`src/rtl/z80_sys_pkg.sv`:
```
// Shared types and sizing helpers for the Z80 system bus arbiter.
// Counter widths are derived from burst/slice lengths so a count of N fits.
package z80_sys_pkg;

  typedef enum logic [2:0] {
    IDLE      = 3'd0,
    REQ       = 3'd1,
    GRANT     = 3'd2,
    RELEASE   = 3'd3,
    CPU_SLICE = 3'd4
  } arb_state_t;

  localparam int DEF_MAX_BURST = 16;
  localparam int DEF_MIN_CPU   = 4;
  localparam int BURST_CNT_W   = $clog2(DEF_MAX_BURST + 1);
  localparam int SLICE_CNT_W   = $clog2(DEF_MIN_CPU + 1);

  function automatic int cnt_w(input int n);
    return (n < 1) ? 1 : $clog2(n + 1);
  endfunction

endpackage

```
`src/rtl/rr_pick.sv`:
```
// Combinational round-robin picker: first set request at or above ptr, wrapping.
// Zero latency; o_win is all-zero when no request is pending.
module rr_pick #(
  parameter int NREQ  = 2,
  parameter int IDX_W = 1
) (
  input  logic [NREQ-1:0]  i_req,
  input  logic [IDX_W-1:0] i_ptr,
  output logic [NREQ-1:0]  o_win,
  output logic [IDX_W-1:0] o_idx
);

  logic [NREQ-1:0] w_rot;

  // Rotate so bit 0 is the requester at ptr; the search then runs low to high.
  assign w_rot = NREQ'({i_req, i_req} >> i_ptr);

  always_comb begin
    logic found;
    int   sel;
    int   idx;
    found = 1'b0;
    sel   = 0;
    idx   = 0;
    o_win = '0;
    for (int i = 0; i < NREQ; i++) begin
      if (!found && w_rot[i]) begin
        found = 1'b1;
        sel   = i;
      end
    end
    idx = int'(i_ptr) + sel;
    if (idx >= NREQ) idx = idx - NREQ;
    o_idx = IDX_W'(idx);
    for (int k = 0; k < NREQ; k++) begin
      o_win[k] = found && (idx == k);
    end
  end

endmodule

```
`src/rtl/z80_dma_arbiter.sv`:
```
// Hands the Z80 bus to DMA requesters round-robin via nBUSRQ/nBUSACK, one tenure at a time.
// Registered outputs; req to nBUSRQ low in 1 clock, registered ack to gnt in 1 clock.
module z80_dma_arbiter
  import z80_sys_pkg::*;
#(
  parameter int NREQ      = 2,
  parameter int MAX_BURST = DEF_MAX_BURST,
  parameter int MIN_CPU   = DEF_MIN_CPU
) (
  input  logic            clk,
  input  logic            reset,
  input  logic [NREQ-1:0] req,
  input  logic [NREQ-1:0] done,
  output logic [NREQ-1:0] gnt,
  output logic            nBUSRQ,
  input  logic            nBUSACK,
  output logic            bus_own,
  output logic            burst_timeout,
  output logic            busy
);

  localparam int IDX_W = (NREQ > 1) ? $clog2(NREQ) : 1;
  localparam int BW    = (MAX_BURST == DEF_MAX_BURST) ? BURST_CNT_W : cnt_w(MAX_BURST);
  localparam int SW    = (MIN_CPU == DEF_MIN_CPU) ? SLICE_CNT_W : cnt_w(MIN_CPU);

  arb_state_t       r_state;
  arb_state_t       w_next;
  logic             r_ack;
  logic [IDX_W-1:0] r_ptr;
  logic [IDX_W-1:0] r_w_idx;
  logic [BW-1:0]    r_burst;
  logic [SW-1:0]    r_slice;
  logic [NREQ-1:0]  r_gnt;
  logic             r_nbusrq;
  logic             r_bus_own;
  logic             r_timeout;
  logic             r_busy;

  logic [NREQ-1:0]  w_pick_win;
  logic [IDX_W-1:0] w_pick_idx;
  logic [IDX_W-1:0] w_ptr_nxt;
  logic [NREQ-1:0]  w_gnt_nxt;
  logic             w_timeout;

  rr_pick #(
    .NREQ  (NREQ),
    .IDX_W (IDX_W)
  ) u_pick (
    .i_req (req),
    .i_ptr (r_ptr),
    .o_win (w_pick_win),
    .o_idx (w_pick_idx)
  );

  assign w_ptr_nxt = (int'(r_w_idx) == NREQ - 1) ? '0 : r_w_idx + IDX_W'(1);

  always_comb begin
    w_next    = r_state;
    w_timeout = 1'b0;
    w_gnt_nxt = '0;
    unique case (r_state)
      IDLE: begin
        if (|req) w_next = REQ;
      end
      REQ: begin
        if (r_ack && (|req))   w_next = GRANT;
        else if (!(|req))      w_next = r_ack ? RELEASE : IDLE;
      end
      GRANT: begin
        // Lost acknowledge and done both beat the burst limit, so no timeout pulse.
        if (!r_ack)                                 w_next = RELEASE;
        else if (done[r_w_idx] || !req[r_w_idx])    w_next = RELEASE;
        else if (int'(r_burst) == MAX_BURST - 1) begin
          w_next    = RELEASE;
          w_timeout = 1'b1;
        end
      end
      RELEASE: begin
        if (!r_ack) w_next = (MIN_CPU > 0) ? CPU_SLICE : IDLE;
      end
      CPU_SLICE: begin
        if (int'(r_slice) >= MIN_CPU - 1) w_next = IDLE;
      end
      default: w_next = IDLE;
    endcase
    if (w_next == GRANT) w_gnt_nxt = (r_state == GRANT) ? r_gnt : w_pick_win;
  end

  always_ff @(posedge clk) begin
    if (reset) begin
      r_state   <= IDLE;
      r_ack     <= 1'b0;
      r_ptr     <= '0;
      r_w_idx   <= '0;
      r_burst   <= '0;
      r_slice   <= '0;
      r_gnt     <= '0;
      r_nbusrq  <= 1'b1;
      r_bus_own <= 1'b0;
      r_timeout <= 1'b0;
      r_busy    <= 1'b0;
    end else begin
      r_ack     <= ~nBUSACK;
      r_state   <= w_next;
      r_burst   <= (r_state == GRANT && w_next == GRANT) ? r_burst + BW'(1) : '0;
      r_slice   <= (r_state == CPU_SLICE && w_next == CPU_SLICE) ? r_slice + SW'(1) : '0;
      if (r_state == REQ && w_next == GRANT)   r_w_idx <= w_pick_idx;
      if (r_state == GRANT && w_next != GRANT) r_ptr   <= w_ptr_nxt;
      r_gnt     <= w_gnt_nxt;
      r_nbusrq  <= !(w_next == REQ || w_next == GRANT);
      r_bus_own <= (w_next == GRANT);
      r_timeout <= w_timeout;
      r_busy    <= (w_next != IDLE);
    end
  end

  assign gnt           = r_gnt;
  assign nBUSRQ        = r_nbusrq;
  assign bus_own       = r_bus_own;
  assign burst_timeout = r_timeout;
  assign busy          = r_busy;

endmodule

```
`config.mk`:
```
export PLATFORM = sky130hd
export DESIGN_NAME = z80_dma_arbiter
export DESIGN_NICKNAME = d
export VERILOG_FILES = /design/src/rtl/z80_sys_pkg.sv /design/src/rtl/rr_pick.sv /design/src/rtl/z80_dma_arbiter.sv
export SDC_FILE = /design/constraint.sdc
export NUM_CORES = 1
export LEC_CHECK = 0
export ABC_AREA = 1
export CAP_MARGIN = 5
export CORE_MARGIN = 3
export CORE_UTILIZATION = 40
export CTS_CLUSTER_DIAMETER = 60
export DETAILED_ROUTE_END_ITERATION = 16
export HOLD_SLACK_MARGIN = 0.03
export PLACE_DENSITY = 0.71
export SLEW_MARGIN = 20
export SYNTH_ARGS = -nofsm -noshare
export SYNTH_HDL_FRONTEND = slang
export SYNTH_HIERARCHICAL = 1
export SYNTH_SLANG_ARGS = --single-unit
export TNS_END_PERCENT = 20
```
`constraint.sdc`:
```
create_clock -name clk -period 3.45 [get_ports clk]
set_input_delay 0.345 -clock clk [delete_from_list [all_inputs] [get_ports clk]]
set_output_delay 0.345 -clock clk [all_outputs]
set_load 0.005 [all_outputs]
```
---- Word-level counts from Yosys, hierarchy flattened ----
Cells that the tools add are included.
word-level totals
  bits in registers ....................... 20
  input port bits ......................... 7
  output and inout bits ................... 6
  word-level logic and storage cells ...... 77
cells by class
  add/sub/neg operators ................... 5
  $lt $le $gt $ge ......................... 3
  equality and inequality tests ........... 10
  shift operators ......................... 1
  mux-type cells .......................... 20
  bitwise logic cells ..................... 6
  reduce and logical (&&, ||, !) cells .... 21
operators by type and width
  kind                     number
  $eq A32 B2 Y1 const B    1
  $ge A32 B3 Y1 const B    1
  $logic_not A32 Y1        1
  $mux W32                 1
  $sub A32 B3 Y32 const B  1
  $mux W3                  8
  $pmux W3 S5              1
  $eq A3 B2 Y1 const B     3
  $mux W1                  9
  $logic_and A1 B1 Y1      8
  $reduce_or A2 Y1         4
  $eq A3 B1 Y1 const B     2
  $eq A3 B3 Y1 const B     2
  $not A1 Y1               6
  $add A5 B1 Y5 const B    1
  $eq A5 B5 Y1 const B     1
  $reduce_or A4 Y1         1
  $shr A4 B1 Y2            1
  $add A3 B1 Y3 const B    1
  $ge A3 B2 Y1 const B     1
  $logic_not A1 Y1         3
  $logic_not A3 Y1         1
  $ne A3 B2 Y1 const B     1
  $reduce_bool A3 Y1       1
  other kinds (5)          6

---- Longest topological paths before layout ----
  depth in word-level cells ............... 11
  depth in mapped cells ................... 10
  mapped depth without buffers ............ 10

---- Cells and area by module ----
The synthesis kept the hierarchy.
by module, submodules not included
  module           instances  cells an instance  area each (um2)  seq. area each (um2)
  z80_dma_arbiter  1          110                904.6            400.4
  rr_pick          1          8                  32.5             0.0

---- Worst setup path before layout ----
OpenSTA, ideal clock, no wires.
  path kind ............................... flip-flop to flip-flop
  start point ............................. register r_burst[0]
  end point ............................... register r_burst[0]
  setup time .............................. 0.062 ns
  arrival time ............................ 1.633 ns
  required time ........................... 3.388 ns
  path slack .............................. 1.755 ns
  cell stages (with the launch flop) ...... 11
  path buffers ............................ 0
  clock period less this slack ............ 1.695 ns
  cells stage by stage .................... dfxtp_1 ha_1 and3_1 ha_1 nor3_1 nand2_1 nand2_1 nand4_4 nor2_8 nand2_4 nor2_2
between the ends
  longest elaborated chain between the ends .. 9
  elaborated cells on any way between the ends .. 10
  those cells by class .................... add/sub (1); eq/ne (2); mux (4); bitwise (1); reduce/logical (2)
RTL lines
  what                               RTL line                RTL
  from (decl)                        z80_dma_arbiter.sv:31   logic [BW-1:0] r_burst;
  from (signal assigned)             z80_dma_arbiter.sv:105  r_burst <= (r_state == GRANT && w_next == GRANT) ? r_burst + BW'(1) : '0;
  $eq A5 B5 Y1                       z80_dma_arbiter.sv:73   else if (int'(r_burst) == MAX_BURST - 1) begin
  $mux W3                            z80_dma_arbiter.sv:73
  $mux W3                            z80_dma_arbiter.sv:72   else if (done[r_w_idx] || !req[r_w_idx]) w_next = RELEASE;
  $mux W3                            z80_dma_arbiter.sv:71   if (!r_ack) w_next = RELEASE;
  $pmux W3 S5                        z80_dma_arbiter.sv:61   unique case (r_state)
  $eq A3 B2 Y1                       z80_dma_arbiter.sv:105
  $logic_and A1 B1 Y1                z80_dma_arbiter.sv:105
  $not A1 Y1 (no source line)        -
  $reduce_or A2 Y1 (no source line)  -
Parallel ways exist; a longest one is shown, timed or not.
A chain may end at the register's enable or synchronous reset.

---- Worst setup path after layout ----
  start point ............................. register r_burst[0]
  end point ............................... register r_burst[3]
Same word-level chain as after synthesis.

==> summary by stage <==
Floorplan
Measured along the x axis, the die boundary spans 54.4 um. The floorplan die area is ~0.0030 mm2. The initial utilization of the core area, before any placement, comes to a little under half. In this run the standard cell core region covers ~0.0021 mm2. From bottom edge to top edge, the die measures between 50 and 60 um. 13 I/O pins were placed.

The initialized floorplan defines 16 standard-cell rows.

Finish
The final instance area is 0.00113 mm2. At the end of the flow, the number of nets in the layout was ~150. The post-route netlist has between 10% and 20% of its cells at a drive strength greater than 1. The area growth from synthesis to layout is 20.3%.

The number of antenna cells inserted is 0.

Global route
Summed over all layers, the global routing overflow is 0. Entering global routing, the biggest net connects 12 pins. The via count of the first global-routing pass is 669.

The initial antenna violation count is 0. The first-pass GRT wire length is ~2900 um. The global routing usage summed across all routing layers is 13.8%.

Route
The routed design has about 1600 um of wire. In the routed design, unresolved DRC markers number 0. Dividing the detail-routed wire length by the instance count gives approximately 10 um. The number of iterations in the first detailed-routing pass is 4. The count of nets left with antenna violations once routing finished came out at 0. The number of vias after detailed routing is ~750.

The via-per-instance ratio is 4.68. The count of routing violations after the opening detailed-route iteration is 26.

Power and ir drop
For this design the static power due to leakage is slightly below 0.5 nW. The worst-case IR drop observed on VDD is 248 uV. The power density over the cells is 393 mW/mm2.

Clock tree
After clock tree synthesis, the flow added hold-fix buffers numbering 0. In this run, CTS created clock tree buffers numbering 3. In this run the post-CTS setup repair buffer count came out at 0. The clock transition at the registers of the reported paths is about 110 ps. Gates resized during post-CTS repair numbered 0.

In this run the clock root is driven by a sky130_fd_sc_hd__clkbuf_4. The longest clock path from root to sink contains 2 buffers. The number of H-tree levels is 1. The TritonCTS clock tree is built. Counting every sink on the clock net gives 20. The clock insertion delay at the later pin of the skew report is ~300 ps.

STA
The worst setup skew after layout is 7.49 ps. The total count of hold-check failures in the final report came to 0. The final critical path time including I/O delays and setup is roughly 1900 ps. In the finished design, the share of the clock period the worst path needs comes to roughly 55%. Setup repair after global routing left no endpoint under its margin. The maximum achievable frequency is about 0.53 GHz.

The count of endpoints failing setup in the final report is 0. The worst relative slew slack is 70.4%. At the pin with the least slew margin, the transition time is roughly 440 ps.

The final max-slew violation count is 0. Adding up every negative setup slack in the final design gives 0 ps.

Hold path
The min-delay analysis places its worst path in the category flip-flop to flip-flop.

Logic synthesis
The fraction of post-synthesis cell area in the top cell type by area is a little over two fifths. The cell accounting for the most synthesized area is sky130_fd_sc_hd__dfxtp_1. The synthesized design contains 20 register bits. The number of synthesized flops with an enable pin is 0. The total number of yosys warnings is 6. Summing every instance area after synthesis gives about 940 um2. Yosys attributes the largest share of cell area to sky130_fd_sc_hd__dfxtp_1, sky130_fd_sc_hd__nand2_1, sky130_fd_sc_hd__inv_1, sky130_fd_sc_hd__nor2_1, sky130_fd_sc_hd__ha_1. The synthesized area per cell is 7.94 um2. For this run, the leading register cell type out of synthesis is sky130_fd_sc_hd__dfxtp_1. Synthesis produced a netlist with a net count of between 100 and 150. After synthesis, flip-flops and latches occupy 42.7% of the total area.

Synthesis instantiated 25 different standard cells from the library. In the synthesized netlist the async set-or-reset flop fraction comes to 0%. Synthesis produced ~120 cells.

Outcome
The run finished with clean final reports.

Worst setup path
The critical path data arrival time is roughly 2100 ps. The kind of capture point of the worst setup path is a flip-flop. The critical path is of the flip-flop to flip-flop type. The library cell contributing the largest single delay on the critical path is sky130_fd_sc_hd__dfxtp_1. The peak per-stage delay on the critical path is ~350 ps. Of all nets on the critical path, the largest fanout is 5. The startpoint type of the worst setup path is a flip-flop. The critical path goes through ha_1, and3_1, ha_1, nor3_1, nand2_1, nand2_1, nand4_4, nor2_8, nand2_4, nor2_2. Data on the critical path is required at its endpoint by 3690 ps.

Place
The count of port buffers added during placement is 12. The estimated wirelength of the detail-placed design is ~1300 um. The congestion estimate from routability-driven global placement came to just under 0.9. The standard cell area after detailed placement is 0.00109 mm2.

Flow run
Max-cap violations in this run came to 0.
power breakdown:
| part | internal [W] | switching [W] |
|---|---|---|
| Clock | 0.0000644 | 0.0000692 |
| Sequential | 0.000239 | 0.00000672 |
| Combinational | 0.0000276 | 0.0000358 |
logic make-up (layout without fill, tap and decap cells):
kind of cell,after synthesis,after routing,synth area share (%)
adders and majority gates,4,4,5.34
buffers and inverters,20,36,8.01
AOI/OAI and AO/OA,10,10,6.28
xor gates and xnor gates,2,2,1.87
and+or+nand+nor,62,62,35.8
DFF,20,20,42.7
synthesized netlist by cell type (2+ instances only):
| master | number |
|---|---|
| sky130_fd_sc_hd__nand2_1 | 20 |
| sky130_fd_sc_hd__nand3_1 | 7 |
| sky130_fd_sc_hd__ha_1 | 4 |
| sky130_fd_sc_hd__inv_2 | 3 |
| sky130_fd_sc_hd__o21ai_0 | 2 |
| sky130_fd_sc_hd__nor2_1 | 16 |
| sky130_fd_sc_hd__a21oi_2 | 2 |
| sky130_fd_sc_hd__nor2_2 | 7 |
| sky130_fd_sc_hd__nand2_4 | 2 |
| sky130_fd_sc_hd__dfxtp_1 | 20 |
| sky130_fd_sc_hd__a21oi_1 | 5 |
| sky130_fd_sc_hd__inv_1 | 16 |
| sky130_fd_sc_hd__nand4_1 | 2 |
through the flow:
| step | worst slack [ps] | utilization [%] | hold WS [ps] | std cells | power, W |
|---|---|---|---|---|---|
| 6_report | 1570 | 54.1 | 453 | 161 | 0.000443 |
| 3_5_place_dp | 1590 | 52.4 | 445 | 157 | 0.000314 |
| 4_1_cts | 1570 | 54.1 | 462 | 161 | 0.000448 |
| 5_1_grt | 1420 | 54.1 | 489 | 161 | 0.000469 |
| 2_1_floorplan | 1760 | - | 412 | 118 | 0.000288 |
| 3_3_place_gp | 1590 | 52.4 | 434 | 157 | 0.000314 |
final timing paths:
path                end  slack [ps]       start  depth (start not counted)
max          r_burst[3]        1570  r_burst[0]                         10
min reg2reg  r_slice[0]         450  r_slice[0]                          1
max reg2reg  r_burst[3]        1570  r_burst[0]                         10
min          r_slice[0]         450  r_slice[0]                          1
layer usage:
metal  global-route usage, %  wire (um)  share of wire (%)  up-vias
met2                    20.5        662                 41       26
met5                       0          0                  0        -
met1                    18.7        790                 49      320
li1                        -          -                  -      402
met4                    6.22         29                1.8        0
met3                    3.54        123                7.7        5
state kept, by name, indices dropped and copies added (netlist names):
| signal | count |
|---|---|
| r_state | 3 |
| busy | 1 |
| r_burst | 5 |
| r_ptr | 1 |
| r_slice | 3 |
| r_w_idx | 1 |
| r_ack | 1 |
| burst_timeout | 1 |
| gnt | 2 |
| nBUSRQ | 1 |
| bus_own | 1 |
worst max-delay path, delay by kind of cell, from the launching register on:
kind / cells / cell delay, ps
AND/OR/NAND/NOR: 8 / 1060
adder cells (fa/ha/maj): 2 / 410
flip-flops: 1 / 350
cell type report:
cell class                 count  area, um2
inverter                      20       75.1
multi-input combinational     78        462
sequential                    20        400
clock buffer                   4       36.3
tap                           27       33.8
timing repair buffer          12        120
fill                         204        955
cell usage in the layout, fill, tap and decap left out, drive strengths merged:
master,instances
a21oi,7
and3,1
clkbuf,4
clkdlybuf4s50,12
clkinv,1
dfxtp,20
ha,4
inv,19
nand2,23
nand3,7
nand4,3
nor2,25
nor3,2
nor4,1
o21ai,2
o22ai,1
xnor2,1
xor2,1
No activity file was read; power rests on OpenSTA's default activity.
